## src/rtl/pc_sequencer_pkg.sv

```systemverilog
// Shared definitions for the program-counter sequencer: FSM state encoding
// and the default program-counter width.
package pc_sequencer_pkg;

  localparam int PC_W_DEF = 3;

  typedef enum logic [1:0] {
    IDLE = 2'd0,
    RUN  = 2'd1,
    HALT = 2'd2
  } state_t;

endpackage

```

## src/rtl/pc_sequencer_next_pc.sv

```systemverilog
// Combinational next-pc selection: jump beats taken branch beats sequential.
module next_pc_calc
  import pc_sequencer_pkg::*;
#(
  parameter int PC_W = PC_W_DEF
) (
  input  logic [PC_W-1:0] pc,
  input  logic [6:0]      imm,
  input  logic [PC_W-1:0] jump_target,
  input  logic            jump,
  input  logic            branch,
  input  logic            zero_flag,
  output logic [PC_W-1:0] next_pc,
  output logic            take_redirect
);

  logic [PC_W-1:0] w_imm_ext;
  logic [PC_W-1:0] w_seq_pc;
  logic            w_br_taken;

  // Sign-extend or truncate the offset to PC_W; the sum wraps modulo 2^PC_W.
  assign w_imm_ext  = PC_W'($signed(imm));
  assign w_seq_pc   = pc + PC_W'(1);
  assign w_br_taken = branch & zero_flag;

  always_comb begin
    next_pc       = w_seq_pc;
    take_redirect = 1'b0;
    if (jump) begin
      next_pc       = jump_target;
      take_redirect = 1'b1;
    end else if (w_br_taken) begin
      next_pc       = w_seq_pc + w_imm_ext;
      take_redirect = 1'b1;
    end
  end

endmodule

```

## src/rtl/pc_sequencer.sv

```systemverilog
// Program-counter sequencer: IDLE/RUN/HALT control, retired-instruction
// counter and one-cycle redirect flag around the next_pc_calc datapath.
module pc_sequencer
  import pc_sequencer_pkg::*;
#(
  parameter int              PC_W      = PC_W_DEF,
  parameter logic [PC_W-1:0] LAST_ADDR = 3'd7,
  parameter int              CNT_W     = 8
) (
  input  logic             clk,
  input  logic             rst,
  input  logic             start,
  input  logic             stall,
  input  logic             jump,
  input  logic             branch,
  input  logic             zero_flag,
  input  logic [6:0]       imm,
  input  logic [PC_W-1:0]  jump_target,
  output logic [PC_W-1:0]  pc,
  output logic             pc_valid,
  output logic             redirect,
  output logic             halted,
  output logic [CNT_W-1:0] retired
);

  state_t           r_state;
  logic [PC_W-1:0]  r_pc;
  logic             r_pc_valid;
  logic             r_redirect;
  logic             r_halted;
  logic [CNT_W-1:0] r_retired;

  logic [PC_W-1:0]  w_next_pc;
  logic             w_take;

  next_pc_calc #(.PC_W(PC_W)) u_next_pc (
    .pc            (r_pc),
    .imm           (imm),
    .jump_target   (jump_target),
    .jump          (jump),
    .branch        (branch),
    .zero_flag     (zero_flag),
    .next_pc       (w_next_pc),
    .take_redirect (w_take)
  );

  always_ff @(posedge clk or negedge rst) begin
    if (!rst) begin
      r_state    <= IDLE;
      r_pc       <= '0;
      r_pc_valid <= 1'b0;
      r_redirect <= 1'b0;
      r_halted   <= 1'b0;
      r_retired  <= '0;
    end else begin
      r_redirect <= 1'b0;
      case (r_state)
        IDLE, HALT: begin
          if (start) begin
            r_state    <= RUN;
            r_pc       <= '0;
            r_pc_valid <= 1'b1;
            r_halted   <= 1'b0;
            r_retired  <= '0;
          end
        end
        RUN: begin
          if (!stall) begin
            r_retired  <= r_retired + 1'b1;
            r_redirect <= w_take;
            // Falling off the end of the program halts with pc parked at LAST_ADDR.
            if (!w_take && (r_pc == LAST_ADDR)) begin
              r_state    <= HALT;
              r_pc_valid <= 1'b0;
              r_halted   <= 1'b1;
            end else begin
              r_pc <= w_next_pc;
            end
          end
        end
        default: begin
          r_state    <= IDLE;
          r_pc       <= '0;
          r_pc_valid <= 1'b0;
          r_halted   <= 1'b0;
        end
      endcase
    end
  end

  assign pc       = r_pc;
  assign pc_valid = r_pc_valid;
  assign redirect = r_redirect;
  assign halted   = r_halted;
  assign retired  = r_retired;

endmodule

```

## config.mk

```make
export PLATFORM = sky130hd
export DESIGN_NAME = pc_sequencer
export DESIGN_NICKNAME = d
export VERILOG_FILES = /design/src/rtl/pc_sequencer_pkg.sv /design/src/rtl/pc_sequencer_next_pc.sv /design/src/rtl/pc_sequencer.sv
export SDC_FILE = /design/constraint.sdc
export NUM_CORES = 1
export LEC_CHECK = 0
export CAP_MARGIN = 20
export CORE_MARGIN = 2
export CORE_UTILIZATION = 44
export CTS_BUF_LIST = sky130_fd_sc_hd__clkbuf_4 sky130_fd_sc_hd__clkbuf_8 sky130_fd_sc_hd__clkbuf_16
export CTS_CLUSTER_DIAMETER = 150
export DETAILED_ROUTE_END_ITERATION = 10
export PLACE_DENSITY = 0.8
export RECOVER_POWER = 25
export SKIP_LAST_GASP = 1
export SLEW_MARGIN = 10
export SYNTH_ARGS = -nofsm -noshare
export SYNTH_HDL_FRONTEND = slang
export SYNTH_SLANG_ARGS = --single-unit
```

## constraint.sdc

```tcl
create_clock -name clk -period 5.1 [get_ports clk]
set_input_delay 1.02 -clock clk [delete_from_list [all_inputs] [get_ports clk]]
set_output_delay 1.02 -clock clk [all_outputs]
set_load 0.005 [all_outputs]
```

==> flow_summary.toml, run 1 <==
[status]
status = "finished clean"

[cts]
cts_tree = "done"
htree_levels = 1
holdBufCountCts = 0
clk_pin_slew_worst_paths_ns = 0.09
clock-sinks = 15
worstSkewPairLatency_ns = 0.27
clockBufferDepth = 2
ctsResizeCount = 0
cts_root_buf = "clkbuf_4"
post_cts_buffers = 0
cts_made_buffers = 3

[place]
portBuffers = 26
dp_hpwl_um = 1384
dpl-instance-area_sq_mm = 0.001112
gp_congestion = 0.8175
dp.cells = 134

[synth]
avgSynthCellArea_sq_um = 9.833
yosysMostFrequentCell = "dfrtp_1"
synthTopCellsByArea = "dfrtp_1 45%, ha_1 6.0%, nand2_1 5.4%, xnor2_1 4.2%, nor2_1 3.1%"
yosys-top-cells-count = "15 x dfrtp_1, 12 x nand2_1, 7 x nor2_1"
synth-seq-cells = 15
synth_edf_count = 0
synthArstFlopShare = 1.000
netlist_instances = 85
ys_seq_area_frac = 0.4491
synth_ff_type = "dfrtp_1"
ys_types = 29
yosysTopAreaCellShare = 0.4491
ys_warn_count = 0
netlist_area_sq_um = 835.8
yosysTopAreaCell = "dfrtp_1"
syn-num-nets = 107

[timing]
tns_ns = 0
setup_viol = 0
finalCriticalPeriod_ns = 2.773
drv_slew = 0
slew_headroom = 0.5487
rsz0062_at_grt = "false"
max_freq_mhz = 360.6
clock_skew_ns = 0.005334
hold_violations = 0
fin_crit_sh = 0.5438
worst_pin_slew_ns = 0.6748

[worst_setup_path]
critPathKind = "primary input to flop"
crit_required_ns = 5.26
cp-start-kind = "primary input"
end_kind = "flop"
slowest_stage = "clkdlybuf4s50_1"
cp_cell_sequence = "clkdlybuf4s50_1 -> ha_1 -> fa_1 -> xnor2_1 -> o21a_1 -> or3_1 -> a32o_1"
crit_buf_inv = 1
r2r_cells = 6
cpLargestDelayFamily = "adder cells"
crit_fanout = 2
r2r_slack_ns = 2.89
slowest_delay_ns = 0.40
critical_path.reg2reg.endpoint = "pc[2]"
r2r_start = "pc[0]"
arrival_ns = 2.93

[run]
drv_cap = 0

[route]
drt_pass1_iterations = 4
drt_iter0_drc = 5
viasPerCell = 5.196
num_vias = 717
ant_nets = 0
wire_per_inst_um = 12.06
drt_wl_total_um = 1664
drc_errors = 0

[global_routing]
grt_max_degree = 16
globalRouteTotalUtil = 0.1744
grt_first_pass_wirelength_um = 2801
antenna_found_initial = 0
overflow = 0
grt_pass1_vias = 701

[power]
leakage_nw = 0.4922
max-vdd-ir-drop_mv = 0.1961
power.density_mw_per_mm2 = 422.8

[hold_path]
hold_depth = 2
hold_path_class = "flop to flop"
hold_start = "pc_valid"
whs_endpoint = "pc_valid"

[cells_and_area]
drive_gt1_frac = 0.06195
fill_cells = 158
multi_input_area_sq_um = 426.7
nets = 136
area_growth_pct = 36.68
regArea_sq_um = 375.4
fin_area_sq_mm = 0.001142
finalNonFillerCells = 138
antenna_cells = 0

[floorplanning]
die_w_um = 47.59
die_h_um = 47.59
core-area_sq_mm = 0.001764
io_pins = 31
std_cell_rows = 15
fp.dieArea_sq_mm = 0.002264
start_util = 0.4738
stage by stage:
stage / power, mW / worst slack, ns / utilization / hold slack, ns
finish: 0.4830 / 2.327 / 0.6475 / 0.5356
global route: 0.5272 / 2.273 / 0.6475 / 0.5576
CTS: 0.4903 / 2.319 / 0.6475 / 0.5409
detailed placement: 0.4181 / 2.029 / 0.6305 / 0.5197
global placement: 0.4057 / 2.071 / 0.6305 / 0.5025
floorplan: 0.3134 / 2.529 / - / 0.4983
cell usage in the layout, fill, tap and decap left out, types with 2 or more instances in the layout:
cell / Yosys / final
xnor2_1: 4 / 4
clkbuf_4: 0 / 4
dfrtp_1: 15 / 15
nor2_1: 7 / 7
mux2i_1: 2 / 2
nand2_1: 12 / 12
nor3_1: 2 / 2
a21oi_1: 3 / 3
xor2_1: 2 / 2
a22o_1: 2 / 2
or3_1: 2 / 2
inv_1: 5 / 5
ha_1: 4 / 4
nand2b_1: 2 / 2
clkdlybuf4s50_1: 0 / 25
o21ai_0: 5 / 5
nand3_1: 4 / 4
worst register-to-register path, cell delays in order (launching register included):
cell	delay, ns
dfrtp_1	0.42
ha_1	0.35
fa_1	0.42
xnor2_1	0.15
o21a_1	0.17
or3_1	0.34
a32o_1	0.26
cells by family after synthesis:
| kind of cell | share of synthesized area |
|---|---|
| adder cells (fa/ha/maj) | 0.08384 |
| AND/OR/NAND/NOR | 0.1886 |
| multiplexers | 0.02395 |
| AO/OA/AOI/OAI | 0.1512 |
| buffers and inverters | 0.04042 |
| XOR/XNOR | 0.06287 |
| flip-flops | 0.4491 |
metal layers:
layer,wire [um],track usage
met5,0,0
met4,19,0.06486
met3,86,0.03019
met2,840,0.3135
met1,718,0.2070
layout make-up:
type	count	share of cell area
Clock buffer	4	0.02629
Timing Repair Buffer	26	0.2278
Inverter	5	0.01643
Tap cell	25	0.02738
Multi-Input combinational cell	63	0.3735
Sequential cell	15	0.3286
report_power, final:
| part | switching, mW | internal (mW) |
|---|---|---|
| logic | 0.0935 | 0.127 |
| clock network | 0.0347 | 0.0355 |
| registers | 0.0385 | 0.154 |
worst max path at each step:
stage,startpoint,endpoint,depth (start not counted)
final,imm[0],pc[2],7
after global routing,imm[0],pc[2],7
after CTS,imm[0],pc[2],7
after detailed placement,imm[0],pc[2],7
after global placement,imm[0],pc[2],7
after floorplan,imm[0],pc[2],6
registers in the layout, indices dropped and copies added (netlist names):
signal / count
pc_valid: 1
retired: 8
halted: 1
redirect: 1
pc: 3
r_state: 1
(Power assumes the default switching activity.)
==> inputs of run 2 (changes only) <==
- CORE_UTILIZATION: 44 -> 39
- PLACE_DENSITY: 0.8 -> 0.75
- clock period: 5.1 -> 2.4 ns (I/O delays scaled with it)
==> flow_summary.toml, run 2 (synthesis gave the netlist of run 1 again) <==
[worst_setup_path]
end_kind = "flop"
crit_required_ns = 2.57
slowest_stage = "clkdlybuf4s50_1"
cpLargestDelayFamily = "adder cells"
r2r_start = "pc[0]"
cp_cell_sequence = "clkdlybuf4s50_1 -> ha_1 -> fa_1 -> xnor2_1 -> o21a_1 -> or3_1 -> a32o_1"
critPathKind = "primary input to flop"
crit_buf_inv = 1
arrival_ns = 2.39
startpoint = "imm[0]"
crit_fanout = 2
cp-start-kind = "primary input"
slowest_delay_ns = 0.40

[global_routing]
antenna_found_initial = 0
overflow = 0
grt_first_pass_wirelength_um = 3036
globalRouteTotalUtil = 0.1589
grt_max_degree = 16
grt_pass1_vias = 725

[cells_and_area]
antenna_cells = 0
largest_register_ffs = 8
fin_util = 0.5802
area_growth_pct = 37.57
layout_common_cells = "25 x clkdlybuf4s50_1, 15 x dfrtp_1, 12 x nand2_1, 7 x nor2_1"
finalNonFillerCells = 141
drive_gt1_frac = 0.07018
fin_area_sq_mm = 0.001150
nets = 137
final_common_cell = "clkdlybuf4s50_1"

[timing]
layout_setup_ws_ns = 0.1816
hold_violations = 0
drv_slew = 0
clock_skew_ns = 0.004721
slew_headroom = 0.5485
fin_crit_sh = 0.9243
worst_pin_slew_ns = 0.6750
finalCriticalPeriod_ns = 2.218
max_freq_mhz = 450.8
setup_viol = 0
rsz0062_at_grt = "false"

[power]
switchingPower_mw = 0.3614
combPwrFrac = 0.460
power.density_mw_per_mm2 = 890.1
power_frac_clock = 0.139
p_int_mw = 0.6621
swShare = 0.3531
max-vdd-ir-drop_mv = 0.4442
pwr-share-seq = 0.401
leakage_nw = 0.4962

[run]
drv_cap = 0

[place]
dp_slack_ns = -0.1250
dpl-instance-area_sq_mm = 0.001122
gp_congestion = 0.7215
dp_hpwl_um = 1385
dp.cells = 137
portBuffers = 26

[route]
viasPerCell = 4.965
drt_pass1_iterations = 4
drt_wl_total_um = 1787
ant_nets = 0
drt_iter0_drc = 8
num_vias = 700
wire_per_inst_um = 12.67
drc_errors = 0

[cts]
worstSkewPairLatency_ns = 0.28
cts_tree = "done"
post_cts_buffers = 0
cts_made_buffers = 3
holdBufCountCts = 0
clockBufferDepth = 2
clk_pin_slew_worst_paths_ns = 0.09
htree_levels = 1
clock-sinks = 15
cts_root_buf = "clkbuf_4"
ctsResizeCount = 0

[hold_path]
hold_start = "pc_valid"
hold_path_class = "flop to flop"

[floorplanning]
die_w_um = 50.30
start_util = 0.4217
fp.dieArea_sq_mm = 0.002530
core-area_sq_mm = 0.001982
std_cell_rows = 16
die_h_um = 50.30
io_pins = 31

[status]
status = "finished clean"
## run 2: changes by cell type in the layout (fill, tap and decap cells not counted)
cell      change
buf_4         +1
clkbuf_4      -1
clkinv_2      +1
## run 2: stage by stage
step                      total power, mW  setup TNS (ns)  hold slack [ns]
after floorplan                    0.6660               0           0.1844
after global placement             0.8662        -0.08495           0.4981
after detailed placement           0.8914         -0.1250           0.5002
after CTS                           1.039               0           0.5246
after global routing                1.120               0           0.5803
final                               1.024               0           0.5206
## run 2: worst register-to-register path: cells and delay by family (launching register included)
kind	cells	cell delay [ns]
XOR/XNOR	1	0.15
AND/OR/NAND/NOR	1	0.33
AO/OA/AOI/OAI	2	0.43
adder cells (fa/ha/maj)	2	0.76
flip-flops	1	0.43
## run 2: layout make-up
class | count | area, sq um
clock buffers | 3 | 22.52
clock inverters | 1 | 5.005
fillers | 181 | 832.0
inverters | 5 | 18.77
multi-input cells | 63 | 426.7
flip-flops and latches | 15 | 375.4
well taps | 27 | 33.78
repair buffers | 27 | 267.8
## run 2: layer usage
layer / share of wire / GRT usage
met5: 0 / 0
met4: 0 / 0.05405
met1: 0.42 / 0.1832
met3: 0.041 / 0.02976
met2: 0.54 / 0.2917
## run 2: path summary, 6_finish.rpt
kind	endpoint	slack, ns	cells after the start
max in group asynchronous	redirect	1.30	1
setup / recovery	pc[2]	0.18	7
min in group asynchronous	retired[1]	0.67	1
hold / removal	pc_valid	0.52	2
hold reg to reg	pc_valid	0.52	2
setup reg to reg	pc[2]	0.20	6
## run 2: power by group through the flow
stage | Sequential, mW | Combinational (mW) | Clock (mW)
2_1_floorplan | 0.406 | 0.260 | 0
3_3_place_gp | 0.411 | 0.455 | 0
3_5_place_dp | 0.415 | 0.477 | 0
4_1_cts | 0.412 | 0.480 | 0.147
5_1_grt | 0.426 | 0.532 | 0.162
6_report | 0.411 | 0.471 | 0.142
